**src/rtl/bitwise_unit.sv**
```systemverilog
// Bitwise ALU (NOT/AND/OR/XOR/NAND/NOR/XNOR/PASS) feeding a 2-entry in-order result buffer; BITWISE_FLAGS_EN adds zero/parity flags.
// Latency 1 cycle; in_ready is registered-only (count < 2), result/flags held stable while out_ready is low.
module bitwise_unit #(
  parameter int WIDTH = 4
) (
  input  logic             clk,
  input  logic             rst_n,
  input  logic [WIDTH-1:0] a,
  input  logic [WIDTH-1:0] b,
  input  logic [2:0]       op,
  input  logic             in_valid,
  output logic             in_ready,
  output logic             out_valid,
  input  logic             out_ready,
  output logic [WIDTH-1:0] result
`ifdef BITWISE_FLAGS_EN
  ,
  output logic             out_zero,
  output logic             out_parity
`endif
);

  logic [1:0]       count_q, count_d;
  logic             wptr_q, wptr_d;
  logic             rptr_q, rptr_d;
  logic [WIDTH-1:0] mem_q [2];
  logic [WIDTH-1:0] mem_d [2];
  logic [WIDTH-1:0] res;
  logic             push, pop;

  always_comb begin
    case (op)
      3'b000:  res = ~a;
      3'b001:  res = a & b;
      3'b010:  res = a | b;
      3'b011:  res = a ^ b;
      3'b100:  res = ~(a & b);
      3'b101:  res = ~(a | b);
      3'b110:  res = ~(a ^ b);
      default: res = a;
    endcase
  end

  assign in_ready  = (count_q != 2'd2);
  assign out_valid = (count_q != 2'd0);
  assign result    = mem_q[rptr_q];

  // Accept is gated by in_valid, so an undriven op while idle never reaches storage.
  assign push = in_valid & in_ready;
  assign pop  = out_valid & out_ready;

  always_comb begin
    mem_d[0] = mem_q[0];
    mem_d[1] = mem_q[1];
    wptr_d   = wptr_q;
    rptr_d   = rptr_q;
    count_d  = count_q;
    if (push) begin
      mem_d[wptr_q] = res;
      wptr_d        = ~wptr_q;
    end
    if (pop) begin
      rptr_d = ~rptr_q;
    end
    case ({push, pop})
      2'b10:   count_d = count_q + 2'd1;
      2'b01:   count_d = count_q - 2'd1;
      default: count_d = count_q;
    endcase
  end

  always_ff @(posedge clk or negedge rst_n) begin
    if (!rst_n) begin
      count_q  <= 2'd0;
      wptr_q   <= 1'b0;
      rptr_q   <= 1'b0;
      mem_q[0] <= '0;
      mem_q[1] <= '0;
    end else begin
      count_q  <= count_d;
      wptr_q   <= wptr_d;
      rptr_q   <= rptr_d;
      mem_q[0] <= mem_d[0];
      mem_q[1] <= mem_d[1];
    end
  end

`ifdef BITWISE_FLAGS_EN
  logic [1:0] zero_q, zero_d;
  logic [1:0] par_q, par_d;

  // Flags are computed at accept time and stored beside the result so they stay aligned.
  always_comb begin
    zero_d = zero_q;
    par_d  = par_q;
    if (push) begin
      zero_d[wptr_q] = ~|res;
      par_d[wptr_q]  = ^res;
    end
  end

  always_ff @(posedge clk or negedge rst_n) begin
    if (!rst_n) begin
      zero_q <= 2'b00;
      par_q  <= 2'b00;
    end else begin
      zero_q <= zero_d;
      par_q  <= par_d;
    end
  end

  assign out_zero   = zero_q[rptr_q];
  assign out_parity = par_q[rptr_q];
`endif

endmodule

```
**config.mk**
```make
export PLATFORM = sky130hd
export DESIGN_NAME = bitwise_unit
export DESIGN_NICKNAME = d
export VERILOG_FILES = /design/src/rtl/bitwise_unit.sv
export SDC_FILE = /design/constraint.sdc
export NUM_CORES = 1
export LEC_CHECK = 0
export CORE_UTILIZATION = 54
export DETAILED_ROUTE_END_ITERATION = 16
export PLACE_DENSITY = 0.84
export SLEW_MARGIN = 20
export SYNTH_ARGS = -nofsm -noshare
export SYNTH_HDL_FRONTEND = slang
export SYNTH_SLANG_ARGS = --single-unit
export TNS_END_PERCENT = 10
```
**constraint.sdc**
```tcl
create_clock -name clk -period 3.2 [get_ports clk]
set_input_delay 0.32 -clock clk [delete_from_list [all_inputs] [get_ports clk]]
set_output_delay 0.32 -clock clk [all_outputs]
set_load 0.05 [all_outputs]
```
# == Word-level counts from Yosys, hierarchy flattened ==
# Index checks and enable logic that the tools add are counted.
# word_totals
rom_bits,0
inputBits,15
ram_bits,0
latchBits,0
regBits,12
word_cells,44
n_memories,0
output_inout_bits,6
# classes
bitwise,13
addsub,2
n_eq_ne,9
order_cmp,3
div,0
shift,0
mux,8
reduce_logical,4
mul,0
# op_table
op,count
one-hot mux 4 bit (7 select lines),1
two-way mux 4 bit,4
NOT 4 bit,4
== test 3 bit (second input constant),3
bitwise mux 8 bit,1
== test 3 x 2 -> 1 bit (second input constant),2
AND 4 bit,1
demux 4 bit (select 1 bit),1
greater-or-equal comparator 2 bit (second input constant),2
NOT 1 -> 2 bit,2
OR 4 bit,1
one-hot mux 2 bit (2 select lines),1
nonzero test 2 bit,2
XOR 4 bit,1
== test 3 x 1 -> 1 bit (second input constant),1
logical NOT 3 bit,1
adder 2 x 1 -> 2 bit (second input constant),1
AND 1 bit,2
== test 2 x 1 -> 1 bit (second input constant),1
== test 2 bit (second input constant),1
< comparator 2 x 1 -> 1 bit (second input constant),1
!= test 2 bit (second input constant),1
NOT 1 bit,2
subtractor 2 x 1 -> 2 bit (second input constant),1
logical AND 1 bit,1

# == Depth between registers and ports, before layout ==
# Gate-level depths: netlist of the first run.
# depth
ltp_word,6
ltp_mapped,6
ltp_nobuf,6

# == Worst setup path before layout of the first run ==
# Ideal clock, no wire load.
# synth_timing
kind,register to register
from,register count_q[0]
to,register count_q[1]
n_path_buf,0
slack_ns,1.506
t_required_ns,3.075
stages_incl_launch_ff,7
period_less_slack_ns,1.694
setup_ns,0.125
arrival_ns,1.569
path_cell_list,dfrtp_1 > nand2b_1 > nand2_1 > ha_1 > xnor2_1 > nor2_1 > xor2_1
# synth_via
elab_chain_cells,4
elab_cells_between_ends,10
cone_classes,2 x add/sub; 3 x eq/ne; 1 x mux; 2 x bitwise; 2 x reduce/logical
# synth_rtl
element,line_no,rtl
start: declaration,23,"logic [1:0] count_q, count_d;"
start signal: assignment,80,count_q <= count_d;
!= test 2 bit *,44,assign in_ready = (count_q != 2'd2);
net in_ready,12,"output logic in_ready,"
AND 1 bit *,49,assign push = in_valid & in_ready;
== test 2 x 1 -> 1 bit or == test 2 bit (tied branches),65,"case ({push, pop})"
one-hot mux 2 bit (2 select lines) or nonzero test 2 bit (tied branches),-,
# The timed path passes the listed nets; every way through them passes the cells marked *.
# A chain may end at the register's enable or synchronous reset.

# == Worst setup path in the final report of the first run ==
# layout_timing
from,register rptr_q
to,output result[3]
# layout_via
elab_chain_cells,4
# layout_rtl
element,line_no,rtl
start: declaration,25,"logic rptr_q, rptr_d;"
start signal: assignment,82,rptr_q <= rptr_d;
NOT 1 -> 2 bit (implied by the code),46,assign result = mem_q[rptr_q];
two-way mux 4 bit (implied by the code) (3 in a row),46,
end: declaration,15,output logic [WIDTH-1:0] result
# Every way passes these cells. The select of a mux whose other input is x is not followed.

==> impl_metrics.py, run 1 <==
metrics = {
    "detailed_routing": {
        "via_count": 822,
        "drt_first_iter_violations": 14,
        "drc": 0,
        "ant_nets": 0,
        "drt_pass1_iterations": 4,
        "detail_route.wirelength_um": 1920,
        "viasPerCell": 5.59,
        "route.detailed.wl_per_inst_um": 13.1,
    },
    "worst_setup_path": {
        "worstSetupPathType": "flip-flop to primary output",
        "crit_arrival_ns": 1.82,
        "path_cells": "mux2_2, clkdlybuf4s50_1",
        "cp_top_family": "buffers and inverters",
        "r2r_setup_slack_ns": 1.57,
        "cp.depth": 2,
        "reg2reg_to": "count_q[1]",
        "cp_slowest_cell": "clkdlybuf4s50_1",
        "cp_slowest_stage_delay_ns": 0.70,
        "crit_path_max_fanout": 5,
        "critical_path.endpoint": "result[3]",
        "crit_buf_inv": 1,
        "cp-end-kind": "primary output",
        "reg2reg_depth": 6,
        "startpoint": "rptr_q",
        "startpoint_type": "flip-flop",
        "worstPathRequired_ns": 2.88,
        "worstReg2RegStart": "count_q[1]",
    },
    "timing": {
        "max_slew_margin_pct": 61.1,
        "skew_ns": 0.00121,
        "fin_ws_ns": 1.06,
        "rsz0062_at_grt": "false",
        "hold_viol_final": 0,
        "timing.fmax_ghz": 0.468,
        "slew_viol_final": 0,
        "min_period_ns": 2.14,
        "setup_viol": 0,
        "finalCritPeriodShare_pct": 66.8,
        "tns_ns": 0,
        "whs_ns": 0.399,
        "tightest_slew_ns": 0.582,
    },
    "layout": {
        "area_growth_pct": 23.5,
        "layout.nets": 147,
        "final_cell_mix": "20 x clkdlybuf4s50_1, 12 x dfrtp_1, 9 x inv_1, 9 x mux2_2, 9 x ha_1",
        "n_antenna_cell": 0,
        "utilization_pct": 71.2,
        "fillerInstances": 144,
        "drive_gt1_share_pct": 13.9,
        "layout_commonest_cell": "clkdlybuf4s50_1",
    },
    "logic_synthesis": {
        "netlist_top_cells_area": "dfrtp_1 30%, ha_1 11%, mux2_2 10%",
        "yosysTopAreaCell": "dfrtp_1",
        "yosysWarnings": 0,
        "synth_top_area_share_pct": 30.2,
        "async_flop_share_pct": 100,
        "ys_ff_latch": 12,
        "postSynthAreaPerCell_um2": 9.67,
        "synth_cell_types": 38,
        "synth_area_um2": 996,
        "syn_nets": 127,
        "synth_edf_count": 0,
        "synthCells": 103,
        "yosys_most_used_dff": "dfrtp_1",
        "seq_area_frac_synth_pct": 30.2,
    },
    "global_route": {
        "antenna_found_initial": 0,
        "grt_max_degree": 19,
        "grt_first_pass_wirelength_um": 3080,
        "grt_use_total_pct": 20.5,
        "overflow": 0,
        "grt_pass1_vias": 733,
    },
    "clock_tree": {
        "clk_latency_ns": 0.27,
        "ctsResizeCount": 0,
        "cts.path.max_buffers": 2,
        "cts_sinks": 12,
        "ctsRootBufferMaster": "clkbuf_4",
        "cts_hold_buf": 0,
        "clk_pin_slew_ns": 0.08,
        "cts_tree": "yes",
        "htree_levels": 1,
        "cts_setup_buffers": 0,
        "cts_buffers": 3,
    },
    "power": {
        "p_leak_nw": 0.549,
        "power.density_nw_per_um2": 799,
        "power_uw": 982,
        "vdd_drop_max_uv": 664,
    },
    "floorplanning": {
        "fp.dieH_um": 44.9,
        "core_um2": 1730,
        "rows": 15,
        "dieArea_um2": 2020,
        "start_util_pct": 57.7,
        "num_io_pins": 21,
        "dieWidth_um": 44.9,
    },
    "place": {
        "dp_slack_ns": 0.848,
        "dp_hpwl_um": 1520,
        "io_buffers": 20,
        "gp_congestion": 0.789,
    },
    "status": {
        "outcome": "finished, final reports clean",
    },
    "job": {
        "drv_cap": 0,
    },
    "worst_hold_path": {
        "hold_path_class": "input port to asynchronous set/reset pin",
    },
}
## synthesized netlist by cell type (2+ instances only)
master / count
o311ai_1: 2
o211ai_1: 3
mux2_2: 9
nor2b_1: 3
o21ai_1: 2
xnor2_1: 2
dfrtp_1: 12
nand2_1: 8
nor2_1: 6
inv_1: 9
mux2_1: 2
a21oi_1: 2
nand3_1: 2
ha_1: 9
mux2i_1: 4
xor2_1: 2
nand2b_1: 2
buf_2: 3
o31ai_1: 2
## cell families after synthesis
logic type	after synthesis	share of synthesized area (%)
simple gates	30	16.3
compound gates	18	13.2
mux	16	18.7
buf+inv	14	6.78
flops	12	30.2
fa+ha+maj	9	11.3
xor+xnor	4	3.52
## worst min path at each step
stage                             to  depth (start not counted)  startpoint  slack, ns
after CTS                   mem_q[0]                          1       rst_n       0.41
after global placement      mem_q[0]                          2    mem_q[0]       0.46
after detailed placement    mem_q[0]                          2    mem_q[0]       0.46
after floorplan           count_q[0]                          0       rst_n       0.02
final                       mem_q[4]                          1       rst_n       0.40
after global routing        mem_q[6]                          1       rst_n       0.42
## report_power, final
| part | internal [mW] | leakage, nW | switching [mW] |
|---|---|---|---|
| clock | 0.0691 | 0.0210 | 0.0509 |
| sequential | 0.229 | 0.145 | 0.0572 |
| combinational | 0.249 | 0.384 | 0.326 |
## layout make-up
cell class / count / area, um2 / share of cell area (%)
multi-input combinational: 77 / 628 / 51.1
inverter: 9 / 33.8 / 2.75
sequential: 12 / 300 / 24.4
tap: 25 / 31.3 / 2.54
timing repair buffer: 20 / 200 / 16.3
clock buffer: 4 / 36.3 / 2.95
## registers in the layout, summed over array words and instances, names as in the netlist
register	flops
mem_q	8
wptr_q	1
count_q	2
rptr_q	1
## metrics by stage
stage / area [um2] / std cells
3_3_place_gp: 1190 / 143
4_1_cts: 1230 / 147
2_1_floorplan: 996 / 103
6_report: 1230 / 147
3_5_place_dp: 1190 / 143
5_1_grt: 1230 / 147
## per-layer routing
layer / vias up / global-route usage (%) / wire, um / part of all wire (%)
li1: 405 / - / - / -
met3: 2 / 5.20 / 82 / 4.3
met4: 0 / 3.64 / 10 / 0.52
met5: - / 0 / 0 / 0
met2: 20 / 34.8 / 953 / 50
met1: 395 / 26.5 / 874 / 46
Note: power is estimated with default switching activity, not from simulation.
==> run 2: changes to the inputs <==
--- a/config.mk
+++ b/config.mk
@@ -5,9 +5,9 @@
 export SDC_FILE = /design/constraint.sdc
 export NUM_CORES = 1
 export LEC_CHECK = 0
-export CORE_UTILIZATION = 54
+export CORE_UTILIZATION = 50
 export DETAILED_ROUTE_END_ITERATION = 16
-export PLACE_DENSITY = 0.84
+export PLACE_DENSITY = 0.79
 export SLEW_MARGIN = 20
 export SYNTH_ARGS = -nofsm -noshare
 export SYNTH_HDL_FRONTEND = slang
==> constraint.sdc (replaced) <==
create_clock -name clk -period 2.1 [get_ports clk]
set_input_delay 0.21 -clock clk [delete_from_list [all_inputs] [get_ports clk]]
set_output_delay 0.21 -clock clk [all_outputs]
set_load 0.05 [all_outputs]
==> run 2 against run 1 <==
Net effect:
- worst setup slack lost 0.99 ns
- global-route usage increased by 1.7 points
- first-iteration DRC count down 21%
- count of clock-buffer cells in the layout shrank 1
- largest cell class unchanged
==> impl_metrics.py, run 2 (synthesis results as in run 1) <==
metrics = {
    "clock_tree": {
        "clk_latency_ns": 0.27,
        "ctsRootBufferMaster": "clkbuf_4",
        "cts_setup_buffers": 0,
        "cts.path.max_buffers": 2,
        "htree_levels": 1,
        "cts_sinks": 12,
        "cts_tree": "yes",
        "cts_hold_buf": 0,
        "cts_buffers": 3,
        "ctsResizeCount": 0,
        "clk_pin_slew_ns": 0.07,
    },
    "timing": {
        "rsz0062_at_grt": "false",
        "min_period_ns": 2.02,
        "fin_ws_ns": 0.0753,
        "slew_viol_final": 0,
        "skew_ns": 0.00331,
        "setup_viol": 0,
        "tightest_slew_ns": 0.544,
        "max_slew_margin_pct": 63.6,
        "timing.fmax_ghz": 0.494,
        "hold_viol_final": 0,
        "finalCritPeriodShare_pct": 96.4,
        "tns_ns": 0,
    },
    "power": {
        "netSwitchingPower_uw": 674,
        "power.density_nw_per_um2": 1170,
        "power_mw": 1.48,
        "internal_power_uw": 801,
        "vdd_drop_max_uv": 792,
        "pwr-share-clk_pct": 9.4,
        "p_leak_nw": 0.583,
        "netSwitchingFraction_pct": 45.7,
        "p_comb_share_pct": 60.6,
        "seq_power_share_pct": 30.0,
    },
    "worst_setup_path": {
        "crit_arrival_ns": 1.81,
        "startpoint_type": "flip-flop",
        "reg2reg_depth": 5,
        "worstSetupPathType": "flip-flop to primary output",
        "worstPathRequired_ns": 1.89,
        "reg2reg_to": "count_q[1]",
        "crit_path_max_fanout": 5,
        "worstReg2RegStart": "count_q[1]",
        "r2r_setup_slack_ns": 0.47,
        "cp-end-kind": "primary output",
    },
    "place": {
        "gp_congestion": 0.755,
        "io_buffers": 20,
        "dp_hpwl_um": 1650,
        "placed_cells": 149,
        "dp_slack_ns": 0.00217,
    },
    "layout": {
        "layout_commonest_cell": "clkdlybuf4s50_1",
        "drive_gt1_share_pct": 17.3,
        "n_antenna_cell": 0,
        "top_regs": "mem_q: 8 flops, count_q: 2 flops",
        "largest-register": "mem_q",
        "final_cells": 152,
        "final_cell_mix": "19 x clkdlybuf4s50_1, 12 x dfrtp_1, 9 x inv_1, 9 x mux2_2, 9 x ha_1",
        "area_growth_pct": 26.9,
        "layout.nets": 153,
        "largest_register_ffs": 8,
    },
    "floorplanning": {
        "dieWidth_um": 46.6,
        "dieArea_um2": 2170,
        "core_um2": 1800,
        "num_io_pins": 21,
        "fp.dieH_um": 46.6,
        "start_util_pct": 55.3,
        "rows": 15,
    },
    "global_route": {
        "antenna_found_initial": 0,
        "busiest_layer": "met2",
        "grt_use_met3_pct": 7.45,
        "grt_max_degree": 16,
        "overflow": 0,
        "grt_pass1_vias": 802,
        "grt_use_total_pct": 22.2,
        "grt_use_met1_pct": 25.8,
        "use_met2_pct": 38.9,
        "grt_first_pass_wirelength_um": 3370,
    },
    "detailed_routing": {
        "drt_pass1_iterations": 4,
        "ant_nets": 0,
        "via_count": 820,
        "route.detailed.wl_per_inst_um": 13.5,
        "viasPerCell": 5.39,
        "drt_first_iter_violations": 11,
        "drc": 0,
        "detail_route.wirelength_um": 2050,
    },
    "job": {
        "drv_cap": 0,
    },
    "status": {
        "outcome": "finished, final reports clean",
    },
    "worst_hold_path": {
        "hold_path_class": "input port to asynchronous set/reset pin",
    },
}
run 2: cell types whose count changed in the layout (fill, tap and decap cells not counted):
cell	change
buf_4	+6
clkdlybuf4s50_1	-1
dlymetal6s2s_1	+1
clkbuf_8	-1
run 2: worst max path at each step:
stage,start,end,slack (ns)
floorplan,count_q[0],count_q[1],0.41
global placement,a[3],mem_q[7],0.05
detailed placement,a[3],mem_q[3],0.002
CTS,rptr_q,result[3],0.05
global route,rptr_q,result[0],0.003
finish,rptr_q,result[3],0.08
run 2: cell type report:
cell class	instances	area (um2)
flip-flops and latches	12	300
clock buffers	3	22.5
repair buffers	26	248
fillers	155	538
inverters	9	33.8
well taps	25	31.3
multi-input cells	77	628
run 2: worst max-delay path, stage by stage, from the launching register on:
cell and delay [ns]:
dfrtp_1 0.47, mux2_2 0.37, clkdlybuf4s50_1 0.70
run 2: per-stage QoR:
| stage | util [%] | hold slack [ns] | area (um2) |
|---|---|---|---|
| 5_1_grt | 70.1 | 0.317 | 1260 |
| 4_1_cts | 70.0 | 0.296 | 1260 |
| 3_3_place_gp | 68.8 | 0.459 | 1240 |
| 2_1_floorplan | - | -0.0856 | 996 |
| 6_report | 70.1 | 0.291 | 1260 |
| 3_5_place_dp | 68.8 | 0.484 | 1240 |
run 2: layer usage:
| layer | part of all wire [%] | vias up |
|---|---|---|
| met3 | 3.4 | 0 |
| li1 | - | 417 |
| met5 | 0 | - |
| met2 | 53 | 15 |
| met1 | 44 | 388 |
| met4 | 0 | 0 |
run 2: power by group through the flow:
stage	clock (mW)	sequential, mW	combinational [mW]
floorplan	0	0.414	0.652
global placement	0	0.435	0.869
detailed placement	0	0.447	0.900
CTS	0.145	0.443	0.904
global route	0.154	0.459	0.956
finish	0.138	0.443	0.894
==> run 3: changes to the inputs <==
--- a/config.mk
+++ b/config.mk
@@ -5,9 +5,9 @@
 export SDC_FILE = /design/constraint.sdc
 export NUM_CORES = 1
 export LEC_CHECK = 0
-export CORE_UTILIZATION = 50
+export CORE_UTILIZATION = 45
 export DETAILED_ROUTE_END_ITERATION = 16
-export PLACE_DENSITY = 0.79
+export PLACE_DENSITY = 0.75
 export SLEW_MARGIN = 20
 export SYNTH_ARGS = -nofsm -noshare
 export SYNTH_HDL_FRONTEND = slang
==> constraint.sdc (replaced) <==
create_clock -name clk -period 1.8 [get_ports clk]
set_input_delay 0.18 -clock clk [delete_from_list [all_inputs] [get_ports clk]]
set_output_delay 0.18 -clock clk [all_outputs]
set_load 0.05 [all_outputs]
==> run 3 against run 2 <==
Net effect:
- power rose by 14%
- clock skew fell by 0.00058 ns
- critical endpoint is now mem_q[3]
- die area rose by 11%
- cell count rose by 3.9%
- clock power rose by 16%
- highest routed layer is now met4
==> impl_metrics.py, run 3 (synthesis results as in run 1) <==
metrics = {
    "floorplanning": {
        "num_io_pins": 21,
        "core_um2": 2020,
        "dieWidth_um": 49.0,
        "dieArea_um2": 2410,
        "start_util_pct": 49.3,
        "fp.dieH_um": 49.0,
        "rows": 16,
    },
    "timing": {
        "min_period_ns": 1.74,
        "setup_viol": 0,
        "tightest_slew_ns": 0.533,
        "whs_ns": 0.255,
        "finalCritPeriodShare_pct": 96.6,
        "timing.fmax_ghz": 0.575,
        "slew_viol_final": 0,
        "max_slew_margin_pct": 64.4,
        "hold_viol_final": 0,
        "skew_ns": 0.00273,
    },
    "power": {
        "power.density_nw_per_um2": 1290,
        "vdd_drop_max_uv": 1160,
        "p_leak_nw": 0.604,
        "power_mw": 1.68,
    },
    "place": {
        "io_buffers": 20,
        "gp_congestion": 0.806,
        "dp_hpwl_um": 1640,
        "placed_cells": 155,
        "dpl-instance-area_um2": 1260,
    },
    "global_route": {
        "grt_use_total_pct": 18.8,
        "grt_first_pass_wirelength_um": 3480,
        "grt_pass1_vias": 819,
        "antenna_found_initial": 0,
        "overflow": 0,
        "grt_max_degree": 13,
    },
    "detailed_routing": {
        "route.detailed.wl_per_inst_um": 12.7,
        "via_count": 839,
        "ant_nets": 0,
        "viasPerCell": 5.31,
        "drt_pass1_iterations": 4,
        "drc": 0,
        "drt_first_iter_violations": 5,
        "detail_route.wirelength_um": 2010,
    },
    "worst_setup_path": {
        "r2r_setup_slack_ns": 0.21,
        "startpoint": "b[3]",
        "crit_arrival_ns": 1.95,
        "worstReg2RegStart": "count_q[0]",
        "worstSetupPathType": "input port to flip-flop",
        "cp-end-kind": "flip-flop",
        "worstPathRequired_ns": 2.01,
        "reg2reg_depth": 5,
        "crit_path_max_fanout": 2,
        "startpoint_type": "input port",
        "reg2reg_to": "count_q[1]",
    },
    "clock_tree": {
        "clk_pin_slew_ns": 0.07,
        "cts_sinks": 12,
        "cts_hold_buf": 0,
        "htree_levels": 1,
        "cts_tree": "yes",
        "ctsRootBufferMaster": "clkbuf_4",
        "cts.path.max_buffers": 2,
        "clk_latency_ns": 0.27,
        "cts_buffers": 3,
    },
    "layout": {
        "largest_register_ffs": 8,
        "top_regs": "mem_q: 8 flops, count_q: 2 flops",
        "largest-register": "mem_q",
        "fillerInstances": 168,
        "drive_gt1_share_pct": 27.5,
        "final_area_um2": 1310,
        "n_antenna_cell": 0,
        "utilization_pct": 64.7,
        "final_cells": 158,
        "layout_commonest_cell": "buf_4",
        "area_growth_pct": 31.3,
        "layout.nets": 157,
        "final_cell_mix": "15 x buf_4, 13 x clkdlybuf4s50_1, 12 x dfrtp_1",
    },
    "status": {
        "outcome": "finished, final reports clean",
    },
    "worst_hold_path": {
        "hold_path_class": "input port to asynchronous set/reset pin",
    },
    "job": {
        "drv_cap": 0,
    },
}
## run 3: cell types whose count changed in the layout (fill, tap and decap cells not counted), sizes merged
cell,previous run,this run
buf,6,15
clkdlybuf4s50,19,13
dlygate4sd2,0,1
## run 3: per-stage QoR
step | setup TNS [ns] | worst slack (ns)
CTS | 0 | 0.0138
floorplan | 0 | 0.106
finish | 0 | 0.0620
global placement | -0.674 | -0.231
detailed placement | -0.873 | -0.301
global route | -0.00322 | -0.00322
## run 3: area by class of cell
type	count	area, um2	share of cell area, %
Clock buffer	3	22.5	1.72
Inverter	9	33.8	2.58
Multi-Input combinational cell	77	653	50.0
Sequential cell	12	300	23.0
Tap cell	27	33.8	2.58
Timing Repair Buffer	30	264	20.2
## run 3: metal layers
layer	track usage, %	share of wire, %	up-vias
met5	0	0	-
met4	4.41	0.50	0
li1	-	-	424
met3	6.23	3.8	2
met1	22.9	47	399
met2	31.9	49	14
## run 3: worst max-delay path, stage by stage
cell	delay, ns
clkdlybuf4s50_1	0.48
inv_1	0.07
ha_4	0.21
mux4_2	0.45
or2_1	0.25
a21oi_2	0.16
mux2_2	0.16
## run 3: where the power goes
group / internal [mW] / switching [mW]
sequential: 0.408 / 0.101
clock: 0.0775 / 0.0829
combinational: 0.425 / 0.587
## run 3: what timing repair did
item                                    in CTS  in global routing
setup buffers                                0                  0
gates resized for setup                      2                  6
pin swaps                                    0                  2
endpoints found under the setup margin       3                  3
## run 3: how the worst max path moves through the flow
stage                             to  slack [ns]
after floorplan           count_q[1]        0.11
after global placement      mem_q[7]       -0.23
after detailed placement    mem_q[3]       -0.30
after CTS                   mem_q[3]        0.01
after global routing        mem_q[7]      -0.003
final                       mem_q[3]        0.06
